**src/rtl/fwd_hazard_unit.sv**
```systemverilog
// Forwarding and load-use hazard unit for the 5-stage pipeline.
// Shadows the EX/MEM and MEM/WB destination/write-enable pairs. From these it
// derives the ALU operand forwarding selects, the load-use stall and a
// saturating stall counter used for performance debug.
module fwd_hazard_unit #(
  parameter int STALL_CNT_W = 16
) (
  input  logic                   clk_i,
  input  logic                   rst_i,
  input  logic [4:0]             ifid_rs_i,
  input  logic [4:0]             ifid_rt_i,
  input  logic [4:0]             idex_rs_i,
  input  logic [4:0]             idex_rt_i,
  input  logic [4:0]             idex_dst_i,
  input  logic                   idex_regwrite_i,
  input  logic                   idex_memread_i,
  output logic [1:0]             forwardA_o,
  output logic [1:0]             forwardB_o,
  output logic                   stall_o,
  output logic                   pc_write_o,
  output logic                   ifid_write_o,
  output logic [4:0]             exmem_dst_o,
  output logic [4:0]             memwb_dst_o,
  output logic [STALL_CNT_W-1:0] stall_count_o
);

  localparam logic [1:0] FWD_IDEX  = 2'b00;
  localparam logic [1:0] FWD_EXMEM = 2'b10;
  localparam logic [1:0] FWD_MEMWB = 2'b01;

  logic [4:0]             r_exmem_dst;
  logic                   r_exmem_rw;
  logic [4:0]             r_memwb_dst;
  logic                   r_memwb_rw;
  logic [STALL_CNT_W-1:0] r_stall_cnt;

  logic                   w_exmem_live;
  logic                   w_memwb_live;
  logic                   w_stall;
  logic                   w_cnt_full;
  logic [1:0]             w_fwd_a;
  logic [1:0]             w_fwd_b;

  // A stage is a valid forwarding source only if it writes a register other than $0.
  assign w_exmem_live = r_exmem_rw && (r_exmem_dst != 5'd0);
  assign w_memwb_live = r_memwb_rw && (r_memwb_dst != 5'd0);

  // The newest producer (EX/MEM) takes priority over the older one (MEM/WB).
  function automatic logic [1:0] fwd_sel(input logic [4:0] src,
                                         input logic       exmem_live,
                                         input logic [4:0] exmem_dst,
                                         input logic       memwb_live,
                                         input logic [4:0] memwb_dst);
    logic [1:0] sel;
    sel = FWD_IDEX;
    if (exmem_live && (exmem_dst == src)) begin
      sel = FWD_EXMEM;
    end else if (memwb_live && (memwb_dst == src)) begin
      sel = FWD_MEMWB;
    end
    return sel;
  endfunction

  // Operand selects for both ALU inputs, valid in the same cycle as the ID/EX fields.
  always_comb begin
    w_fwd_a = fwd_sel(idex_rs_i, w_exmem_live, r_exmem_dst, w_memwb_live, r_memwb_dst);
    w_fwd_b = fwd_sel(idex_rt_i, w_exmem_live, r_exmem_dst, w_memwb_live, r_memwb_dst);
  end

  // Load in ID/EX whose destination is read by the instruction in IF/ID.
  // Purely combinational, so it also tracks its inputs while reset is held.
  assign w_stall = idex_memread_i && (idex_dst_i != 5'd0) &&
                   ((idex_dst_i == ifid_rs_i) || (idex_dst_i == ifid_rt_i));

  assign w_cnt_full = &r_stall_cnt;

  // Shadow pipeline: the ID/EX producer always advances, even on a stall cycle.
  always_ff @(posedge clk_i or negedge rst_i) begin
    if (!rst_i) begin
      r_exmem_dst <= 5'd0;
      r_exmem_rw  <= 1'b0;
      r_memwb_dst <= 5'd0;
      r_memwb_rw  <= 1'b0;
    end else begin
      r_exmem_dst <= idex_dst_i;
      r_exmem_rw  <= idex_regwrite_i;
      r_memwb_dst <= r_exmem_dst;
      r_memwb_rw  <= r_exmem_rw;
    end
  end

  // Saturating count of stall cycles; sticks at all-ones rather than wrapping.
  always_ff @(posedge clk_i or negedge rst_i) begin
    if (!rst_i) begin
      r_stall_cnt <= '0;
    end else if (w_stall && !w_cnt_full) begin
      r_stall_cnt <= r_stall_cnt + 1'b1;
    end
  end

  assign forwardA_o    = w_fwd_a;
  assign forwardB_o    = w_fwd_b;
  assign stall_o       = w_stall;
  assign pc_write_o    = !w_stall;
  assign ifid_write_o  = !w_stall;
  assign exmem_dst_o   = r_exmem_dst;
  assign memwb_dst_o   = r_memwb_dst;
  assign stall_count_o = r_stall_cnt;

endmodule
```
**config.mk**
```make
export PLATFORM = sky130hd
export DESIGN_NAME = fwd_hazard_unit
export DESIGN_NICKNAME = d
export VERILOG_FILES = /design/src/rtl/fwd_hazard_unit.sv
export SDC_FILE = /design/constraint.sdc
export NUM_CORES = 1
export LEC_CHECK = 0
export BUFFER_PORTS_ARGS = -buffer_cell sky130_fd_sc_hd__buf_2
export CORE_MARGIN = 5
export CORE_UTILIZATION = 48
export DETAILED_ROUTE_END_ITERATION = 6
export PLACE_DENSITY = 0.82
export SLEW_MARGIN = 5
export SYNTH_ARGS = -nofsm -noshare
export SYNTH_HDL_FRONTEND = slang
export SYNTH_SLANG_ARGS = --single-unit
```
**constraint.sdc**
```tcl
create_clock -name clk_i -period 2 [get_ports clk_i]
set_input_delay 0.3 -clock clk_i [delete_from_list [all_inputs] [get_ports clk_i]]
set_output_delay 0.3 -clock clk_i [all_outputs]
set_load 0.01 [all_outputs]
```
==> summary by stage, run 1 <==
Logic synthesis
The compound-gate portion of the synthesized area is 3.18%. Counting every net in the synthesized netlist gives 164. Counting flops and latches in the post-synthesis netlist gives 28. Of the post-synthesis cell area, the part taken by muxes is 0.977%.

The top cell type by area accounts for 45.6% of the synthesized area. The largest family of logic cells by synthesized area is XOR/XNOR gates. The cell taking the most area after synthesis is dfrtp_1. Sorting the synthesized cells by area gives the leading types as dfrtp_1, xnor2_1, xor2_1.

The synthesized netlist cell count is 134. The synthesized netlist devotes 22.7% of its cell area to simple gates. The count of distinct cell types in the synthesized netlist is 31. The synthesized area divided by synthesized cell count is 11.5 um^2. The synthesized netlist occupies a cell area of 1540 um^2. The share of the Yosys chip area taken by registers is 45.6%. The synthesis warning total is 0. The post-synthesis share of cell area spent on full adders, half adders and majority gates is 0.814%.

After Yosys synthesis, XOR and XNOR cells account for 25.7% of the synthesized area.

STA
The peak clock frequency supported by timing is 0.456 GHz. The number of slew-limit violations in the final report was 0. The total count of hold-check failures in the final report is 0. Adding up every negative setup slack in the final design gives -0.372 ns.

Measured against its own limit, the worst slew margin works out to 59.5%. The slew at the pin closest to its max-slew limit is 0.607 ns. The final critical path time including I/O delays and setup is 2.19 ns. The worst-case setup margin in the final layout is -0.191 ns. Across all hold checks on the routed design, the worst slack comes to 0.0882 ns. The number of endpoints failing setup at the final stage is 3. The share of the clock period used by the worst path after layout is 110%. The final worst clock skew is 0.00698 ns. Setup repair after global routing could not meet its margin everywhere.

CTS
The worst-case clock buffer depth is 2. The total number of clock tree sinks is 28. The clock-pin slew reported for the worst setup and hold paths after clock tree synthesis is 0.13 ns. The number of CTS-inserted buffers is 3. The clock insertion delay at the later pin of the skew report is 0.31 ns. TritonCTS built the clock tree.

The depth of the CTS H-tree is 1. The cell sitting at the root of the clock tree is a clkbuf_4.

Worst hold path
The number of instances on the worst hold path is 1. The path type of the worst min-delay path is in -> reg. For hold timing, the worst endpoint is r_exmem_rw. The startpoint of the tightest hold check path is idex_regwrite_i.

Global routing
Entering global routing, the biggest net connects 29 pins. The leftover overflow at the end of global routing is 0. The first-pass GRT wire length is 5.76 mm. The number of antenna violations at the first check in global routing was 0. The overall global routing resource usage is 16.6%. The number of global-route vias before repair is 1,273.

Route
The count of nets left with antenna violations once routing finished came out at 0. The ratio of routed vias to standard cells is 5.03. The routed design has 3.40 mm of wire. The detailed-router iteration count before antenna repair is 4.

The number of violations reported at the end of detailed-routing iteration 0 is 30. After detailed routing, the average wire length per cell comes to 13.5 um. The total DRC errors in the routed layout is 0. The overall via count from detail_route is 1,267.

Critical path
The launch point of the worst reg-to-reg path is stall_count_o[4]. Across all register-to-register paths, the minimum setup slack is 0.33 ns. The worst setup path is launched from a flip-flop.

STA classifies the critical path endpoint as a primary output. The data required time at the worst endpoint is 1.70 ns. Data on the critical path arrives at its endpoint at 1.89 ns. Counting cells, the worst reg-to-reg path comes to 5. The peak fanout along the critical path is 2. The kind of critical path is reg -> out. The end of the worst register-to-register path is stall_count_o[13].

Power
The maximum ir drop on the vdd rail is 0.301 mV. For this design the static power due to leakage is 0.972 nW. For this design the ratio of total power to cell area is 569 nW/um^2.

Die
The die is 66.6 um tall. The horizontal die dimension is 66.6 um. The initial cell density of the core is 50.3%. The total die area is 4430 um^2. The count of boundary I/O pins is 62. The standard cell core area is 3050 um^2. The number of standard-cell rows in the floorplan is 20.

Layout
The filler cells instantiated in the layout total 274. 0 antenna diodes ended up in the layout. In the final layout, the share of cells above drive strength 1 is 44.2%. The growth of design area from synthesis to finish is 33.1%. The library cells used most frequently in the layout, excluding fill and tap cells, are buf_2, xnor2_1, dfrtp_1. The most common library cell in the layout ignoring fill and taps is buf_2. The count of nets after finishing is 240.

Place
The port buffer count is 61. After legalization and detailed placement, the total HPWL measured 2.74 mm. The congestion estimate from routability-driven global placement came to 0.930.

Run
The number of violations of the max-capacitance limit is 0.

Status
The run finished, with violations left. The final reports fail on negative setup slack.
-- cells in the mapped netlist (all sizes together) --
master,n
xnor2,31
dfrtp,28
xor2,14
nand3,12
nand4,8
nand2,6
nor4,6
or4,5
and3,4
nor2,3
o21ai,3
and2,2
buf,2
nor3,2
a41o,1
ha,1
inv,1
mux2,1
nand2b,1
nand3b,1
o22ai,1
or2,1
-- cells by family after synthesis --
kind of cell               after synthesis
adders and majority gates                1
muxes                                    1
xor gates and xnor gates                45
and+or+nand+nor                         51
buffers and inverters                    3
DFF                                     28
AOI/OAI and AO/OA                        5
-- through the flow --
stage	setup slack [ns]	instances	utilization, %	area [um^2]	total power [W]
final	-0.191	252	67.0	2040	0.00116
after global routing	-0.298	252	67.0	2040	0.00124
after CTS	-0.244	252	65.7	2010	0.00117
after detailed placement	0.0656	243	63.2	1930	0.000944
after global placement	0.132	243	63.2	1930	0.000936
after floorplan	0.00878	134	-	1540	0.000810
-- layer usage --
metal	wire length, um	global-route usage, %	vias to the layer above
met5	0	0	-
met1	1420	21.3	606
met4	59	6.09	0
met3	182	2.36	6
met2	1730	28.3	35
li1	-	-	620
-- worst max path at each step --
| stage | end | slack (ns) | cells past startpoint | startpoint |
|---|---|---|---|---|
| after floorplan | forwardA_o[0] | 0.009 | 4 | exmem_dst_o[1] |
| after global placement | forwardB_o[0] | 0.13 | 5 | exmem_dst_o[1] |
| after detailed placement | forwardB_o[0] | 0.07 | 5 | exmem_dst_o[1] |
| after CTS | forwardA_o[0] | -0.24 | 5 | memwb_dst_o[1] |
| after global routing | forwardA_o[0] | -0.30 | 5 | exmem_dst_o[4] |
| final | forwardA_o[0] | -0.19 | 5 | exmem_dst_o[4] |
-- power breakdown --
| group | switching (W) | leakage [nW] | internal, W | total, W |
|---|---|---|---|---|
| Sequential | 0.0000457 | 0.359 | 0.000609 | 0.000654 |
| Combinational | 0.000142 | 0.599 | 0.000149 | 0.000292 |
| Clock | 0.000146 | 0.0138 | 0.0000703 | 0.000216 |
| Total | 0.000334 | 0.972 | 0.000828 | 0.00116 |
-- registers in the layout (all words and copies together) (netlist names) --
signal and count:
stall_count_o 16, exmem_dst_o 5, memwb_dst_o 5, r_exmem_rw 1
r_memwb_rw 1
-- worst max-delay path, cell delays in order, from the launching register on --
cell and delay, ns:
dfrtp_1 0.40, or4_4 0.54, o21ai_4 0.15, nor4_2 0.08
nor4_2 0.25, buf_2 0.16
-- area by class of cell --
| class | count | area [um^2] | share of cell area [%] |
|---|---|---|---|
| repair buffers | 73 | 402 | 19.6 |
| flip-flops and latches | 28 | 701 | 34.3 |
| clock buffers | 3 | 22.5 | 1.10 |
| inverters | 1 | 3.75 | 0.184 |
| well taps | 44 | 55.1 | 2.69 |
| multi-input cells | 103 | 861 | 42.1 |
-- repair_timing --
action                                  in CTS  in global routing
endpoints found under the setup margin       2                  4
resized for setup                            2                  7
cloned                                       0                  0
hold endpoints to repair                    28                  0
hold buffers                                 1                  0
pin swaps                                    5                  3
setup buffers                                5                  0
No activity file was read; power rests on OpenSTA's default activity.
==> run 2, diff against run 1 <==
--- a/config.mk
+++ b/config.mk
@@ -12,3 +12,3 @@
 export PLACE_DENSITY = 0.82
-export SLEW_MARGIN = 5
+export SLEW_MARGIN = 20
 export SYNTH_ARGS = -nofsm -noshare
--- a/constraint.sdc
+++ b/constraint.sdc
@@ -3,2 +3,2 @@
 set_output_delay 0.3 -clock clk_i [all_outputs]
-set_load 0.01 [all_outputs]
+set_load 0.005 [all_outputs]
==> summary by stage, run 2 (synthesis gave the netlist of run 1 again) <==
Critical path
The data required time at the worst endpoint was 1.70 ns (about the same). The signal arrival time at the worst endpoint is 1.94 ns (+0.05 ns). The end of the worst register-to-register path is stall_count_o[1]. The critical path launch point is memwb_dst_o[1]. The largest stage delay on the critical path is 0.51 ns (-0.03 ns). The worst register-to-register path begins at stall_count_o[0]. The peak fanout along the critical path is 3 (+1).

The cell type of the slowest stage on the worst timing path is or4_1. Traced cell by cell, the critical path runs through buf_6 > xor2_1 > or4_1 > nor4_1 > buf_2. The worst reg-to-reg path cell count came to 6 (+1). By startpoint and endpoint, the worst setup path is classified as reg -> out. The sort of element at the end of the critical path is a primary output. The worst setup path is launched from a flip-flop.

The worst setup path endpoint is forwardA_o[0]. The slack of the worst reg-to-reg path is 0.27 ns (-0.06 ns).

Die
The count of boundary I/O pins is 62 (unchanged). The initial cell density of the core is 50.3% (unchanged). The number of standard-cell rows in the floorplan is 20 (unchanged). The standard cell core area is 3050 um^2 (unchanged). The total die area is 4430 um^2 (unchanged). The horizontal die dimension is 66.6 um (unchanged). The y dimension of the die is 66.6 um (unchanged).

Place
The final estimated routing congestion in global placement was 0.931 (about the same). The number of cells after detailed placement came to 243 (unchanged). The port buffer count is 61 (unchanged). The detailed placement HPWL was 2.94 mm (+7.2%).

Layout
The count of non-filler cells in the finished layout was 254 (+0.79%). The growth of design area from synthesis to finish is 34.3%. The antenna cell count is 0 (unchanged).

In the layout the commonest cells are buf_2, xnor2_1, dfrtp_1. The fraction of final layout cells with drive strength greater than 1 was 44.8% (+0.53 points). The count of filler cells inserted in the layout came to 265 (-3.3%). The flip-flop count of the largest register after layout is 16 (unchanged). The count of nets after finishing is 241 (+0.42%).

The library cell used most frequently in the layout, excluding fill and tap cells, is buf_2.

Global routing
The overall global routing resource usage came to 17.1% (+0.51 points). The first-pass GRT wire length came to 5.84 mm (+1.3%). The leftover overflow at the end of global routing is 0 (unchanged).

The pin count of the biggest net entering global routing is 29 (unchanged). The number of global-route vias before repair was 1,278 (+0.39%). The number of antenna violations at the first check in global routing is 0 (unchanged).

Route
The wire length per cell after detailed routing is 15.1 um (+12%). The total DRC errors in the routed layout is 0 (unchanged). The ratio of routed vias to standard cells came to 5.22 (+3.8%). The final routed wirelength across all metal layers is 3.84 mm (+13%).

The number of violations reported at the end of detailed-routing iteration 0 is 77 (+160%). The detailed-router iteration count before antenna repair was 4 (unchanged). The residual antenna-violating net count after detailed routing came to 0 (unchanged).

The overall via count from detail_route is 1,326 (+4.7%).

CTS
The number of CTS-inserted buffers is 3 (unchanged). The clock insertion delay at the later pin of the skew report is 0.33 ns (+0.02 ns). Clock tree synthesis selected as its root buffer the cell clkbuf_4.

The clock tree from TritonCTS is yes. The clock-pin slew reported for the worst setup and hold paths after clock tree synthesis was 0.15 ns (+0.02 ns). The worst-case clock buffer depth is 2 (unchanged). The total number of clock tree sinks is 28 (unchanged).

The depth of the CTS H-tree is 1 (unchanged).

STA
The worst slew slack as a fraction of its limit is 59.7% (+0.11 points). The number of endpoints failing setup at the final stage is 3 (unchanged). The number of slew-limit violations in the final report is 0 (unchanged). The share of the clock period used by the worst path after layout was 112% (+2.6 points). The final critical path time including I/O delays and setup is 2.24 ns (+0.0525 ns). Setup repair after global routing could not meet its margin everywhere.

The slew at the pin closest to its max-slew limit was 0.605 ns (-0.00160 ns). The peak clock frequency supported by timing is 0.446 GHz (-2.3%). The worst-case setup margin in the final layout is -0.243 ns (-0.0525 ns). The total count of hold-check failures in the final report was 0 (unchanged). The final worst clock skew is 0.00358 ns (-0.00339 ns).

Run
The number of violations of the max-capacitance limit is 0 (unchanged).

Power
The overall power consumption was 0.00121 W (+4.5%). The maximum ir drop on the vdd rail is 0.352 mV (+17%). The leakage power is 0.979 nW (+0.69%).

The power density of the placed cells is 589 nW/um^2 (+3.5%).

Status
The run finished, with violations left. The checks that failed: negative setup slack.

Worst hold path
The worst hold path belongs to the class in -> reg.
## run 2: cell types whose count changed in the layout (fill, tap and decap cells not counted)
cell      change
clkbuf_8      +1
buf_6         +1
o21ai_1       -1
dfrtp_2       +1
xnor2_2       -1
dfrtp_1       -1
xnor2_1       +1
o21ai_0       +1
## run 2: metrics by stage
stage	hold WS (ns)	util (%)	worst slack, ns	cell area (um^2)	TNS, ns
after CTS	0.0616	65.8	-0.223	2010	-0.433
after global placement	0.336	63.2	0.142	1930	0
after detailed placement	0.344	63.2	0.126	1930	0
after floorplan	0.00441	-	0.199	1540	0
final	0.0629	67.6	-0.243	2060	-0.454
after global routing	0.0496	67.6	-0.298	2060	-0.677
## run 2: power by group
group / switching [W] / internal [W]
Clock: 0.000166 / 0.000111
Combinational: 0.000131 / 0.000149
Sequential: 0.0000477 / 0.000609
Total: 0.000345 / 0.000869
## run 2: repair_timing
action | 4_1_cts | 5_1_grt
pin swaps | 1 | 8
endpoints found under the hold margin | 28 | 0
setup buffers | 4 | 2
hold buffers | 1 | 0
endpoints found under the setup margin | 2 | 4
cloned | 0 | 0
gates resized for setup | 1 | 8
## run 2: area by class of cell
class | instances | area [um^2] | area share, %
clock buffer | 4 | 36.3 | 1.76
sequential | 28 | 702 | 34.0
multi-input combinational | 103 | 853 | 41.4
inverter | 1 | 3.75 | 0.182
tap | 44 | 55.1 | 2.67
timing repair buffer | 74 | 413 | 20.0
## run 2: worst max-delay path: cells and delay by family, from the launching register on
kind | cells | cell delay, ns
AND/OR/NAND/NOR | 2 | 0.77
flip-flops | 1 | 0.43
XOR/XNOR | 1 | 0.13
buffers and inverters | 2 | 0.28
## run 2: worst min path at each step
stage / from / end / cells past startpoint / slack [ns]
after detailed placement: rst_i / r_exmem_rw / 1 / 0.34
after global placement: rst_i / r_exmem_rw / 1 / 0.34
after global routing: idex_regwrite_i / r_exmem_rw / 1 / 0.05
after floorplan: rst_i / exmem_dst_o[0] / 0 / 0.004
final: idex_regwrite_i / r_exmem_rw / 1 / 0.06
after CTS: idex_regwrite_i / r_exmem_rw / 1 / 0.06
## run 2: layer usage
metal	vias up	wire length, um	global-route usage [%]
met5	-	0	0
met4	0	65	5.33
met3	9	175	1.18
met2	46	2080	31.8
met1	650	1520	20.9
li1	621	-	-
==> run 3, diff against run 2 <==
==> constraint.sdc (replaced) <==
create_clock -name clk_i -period 2 [get_ports clk_i]
set_input_delay 0 -clock clk_i [delete_from_list [all_inputs] [get_ports clk_i]]
set_output_delay 0 -clock clk_i [all_outputs]
set_load 0.005 [all_outputs]
==> summary by stage, run 3 (synthesis gave the netlist of run 1 again) <==
Place
The standard cell area after detailed placement is 1890 um^2 (-1.9%). The detailed placement HPWL came to 2.77 mm (-5.7%). The final estimated routing congestion in global placement is 0.886 (-4.8%).

The port buffer count came to 61 (unchanged). The number of cells after detailed placement is 238 (-2.1%).

STA
The total count of hold-check failures in the final report is 0 (unchanged). The number of slew-limit violations in the final report is 0 (unchanged). The worst slew slack as a fraction of its limit is 60.9% (+1.3 points). Setup repair after global routing could not meet its margin everywhere. The peak clock frequency supported by timing is 0.482 GHz (+8.0%).

The number of endpoints failing setup at the final stage is 2 (-1). The share of the clock period used by the worst path after layout came to 104% (-8.3 points). The final critical path time including I/O delays and setup is 2.08 ns (-0.167 ns).

The worst-case setup margin in the final layout is -0.0765 ns (+0.167 ns). The slew at the pin closest to its max-slew limit came to 0.586 ns (-0.0193 ns). The final worst clock skew is 0.0110 ns (+0.00741 ns).

Power
The power density of the placed cells is 583 nW/um^2 (-0.94%). The leakage power is 0.996 nW (+1.7%). The overall power consumption came to 0.00124 W (+1.8%). The maximum ir drop on the vdd rail was 0.333 mV (-5.4%).

Route
The total DRC errors in the routed layout is 0 (unchanged). The wire length per cell after detailed routing came to 15.4 um (+1.8%). The ratio of routed vias to standard cells is 5.19 (-0.67%).

The overall via count from detail_route is 1,343 (+1.3%). The detailed-router iteration count before antenna repair is 4 (unchanged). The residual antenna-violating net count after detailed routing is 0 (unchanged).

The number of violations reported at the end of detailed-routing iteration 0 is 60 (-22%). The final routed wirelength across all metal layers came to 3.99 mm (+3.9%).

Layout
The library cells used most frequently in the layout, excluding fill and tap cells, are buf_2, xnor2_1, dfrtp_1. The count of non-filler cells in the finished layout is 259 (+2.0%). Relative to the synthesized area, the layout overhead comes to 37.9%. The fraction of final layout cells with drive strength greater than 1 was 44.2% (-0.58 points). The antenna cell count was 0 (unchanged). Leaving out fill and tap cells, the most frequent cell in the layout is buf_2. The cell area after layout was 2120 um^2 (+2.7%). The final standard cell utilization of the core is 69.4% (+1.8 points).

The flip-flop count of the largest register after layout was 16 (unchanged). The count of filler cells inserted in the layout is 249 (-6.0%). The count of nets after finishing is 246 (+2.1%).

Run
The number of violations of the max-capacitance limit was 0 (unchanged).

CTS
The total number of clock tree sinks is 28 (unchanged). The depth of the CTS H-tree is 1 (unchanged). The library cell used as clock root buffer is clkbuf_4. The clock insertion delay at the later pin of the skew report is 0.33 ns (about the same). The worst-case clock buffer depth is 2 (unchanged). The clock-pin slew reported for the worst setup and hold paths after clock tree synthesis is 0.16 ns (about the same). The number of CTS-inserted buffers is 3 (unchanged).

TritonCTS built the clock tree.

Critical path
The worst setup path is launched from a flip-flop. The peak fanout along the critical path is 4 (+1). STA classifies the critical path endpoint as a primary output.

The slack of the worst reg-to-reg path is 0.31 ns (+0.04 ns). The worst register-to-register path begins at stall_count_o[4]. By startpoint and endpoint, the worst setup path is classified as reg -> out. The signal arrival time at the worst endpoint is 2.08 ns (+0.14 ns). The data required time at the worst endpoint came to 2.00 ns (+0.30 ns). The critical path launch point is memwb_dst_o[2].

Die
The number of standard-cell rows in the floorplan is 20 (unchanged). The y dimension of the die is 66.6 um (unchanged). The count of boundary I/O pins is 62 (unchanged). The standard cell core area is 3050 um^2 (unchanged). The total die area is 4430 um^2 (unchanged). The initial cell density of the core is 50.3% (unchanged). The horizontal die dimension is 66.6 um (unchanged).

Status
The flow ran to the end, but the final reports show violations. The final reports fail on negative setup slack.

Global routing
The number of global-route vias before repair is 1,237 (-3.2%). The leftover overflow at the end of global routing is 0 (unchanged). The pin count of the biggest net entering global routing is 29 (unchanged). The first-pass GRT wire length is 5.77 mm (-1.2%). The number of antenna violations at the first check in global routing is 0 (unchanged).

The overall global routing resource usage is 16.9% (-0.27 points).

Worst hold path
In this run the most critical hold path is launched from idex_memread_i. The path type of the worst min-delay path is in -> reg.
-- run 3: worst max-delay path: stages, from the launching register on --
cell     delay (ns)
dfrtp_1        0.47
buf_6          0.15
xor2_1         0.13
or4_4          0.55
nor4_4         0.30
buf_2          0.16
-- run 3: per-layer routing --
layer / up-vias / routed length (um) / track usage, %
met5: - / 0 / 0
met4: 0 / 114 / 5.33
met3: 10 / 185 / 2.02
met2: 48 / 2050 / 29.6
met1: 648 / 1640 / 21.5
li1: 637 / - / -
-- run 3: final cells by class --
type	count	area, um^2	area share (%)
sequential	28	704	33.2
tap	44	55.1	2.60
multi-input combinational	103	855	40.3
inverter	1	3.75	0.177
timing repair buffer	79	465	22.0
clock buffer	4	36.3	1.71
-- run 3: worst paths after layout --
kind,endpoint,cells past startpoint
hold reg to reg,r_memwb_rw,0
setup reg to reg,stall_count_o[13],5
max in group asynchronous,exmem_dst_o[2],2
min in group asynchronous,stall_count_o[2],2
setup / recovery,forwardB_o[0],5
hold / removal,stall_count_o[11],5
-- run 3: power by group --
group          internal (W)  switching, W  leakage [nW]
registers          0.000609     0.0000547         0.356
clock network      0.000111      0.000171        0.0210
logic              0.000156      0.000134         0.618
total              0.000877      0.000359         0.996
-- run 3: stage by stage --
stage               TNS, ns  setup slack (ns)  hold WS (ns)
floorplan                 0             0.442        -0.296
global placement          0             0.374        0.0360
detailed placement        0             0.329        0.0337
CTS                       0           0.00776         0.112
global route         -0.263            -0.135         0.127
finish               -0.105           -0.0765         0.115
-- run 3: repair_timing --
item,4_1_cts,5_1_grt
pin swaps,0,4
hold endpoints to repair,34,0
buffers inserted,2,8
hold buffers,7,0
gates resized for setup,1,10
setup endpoints to repair,1,2
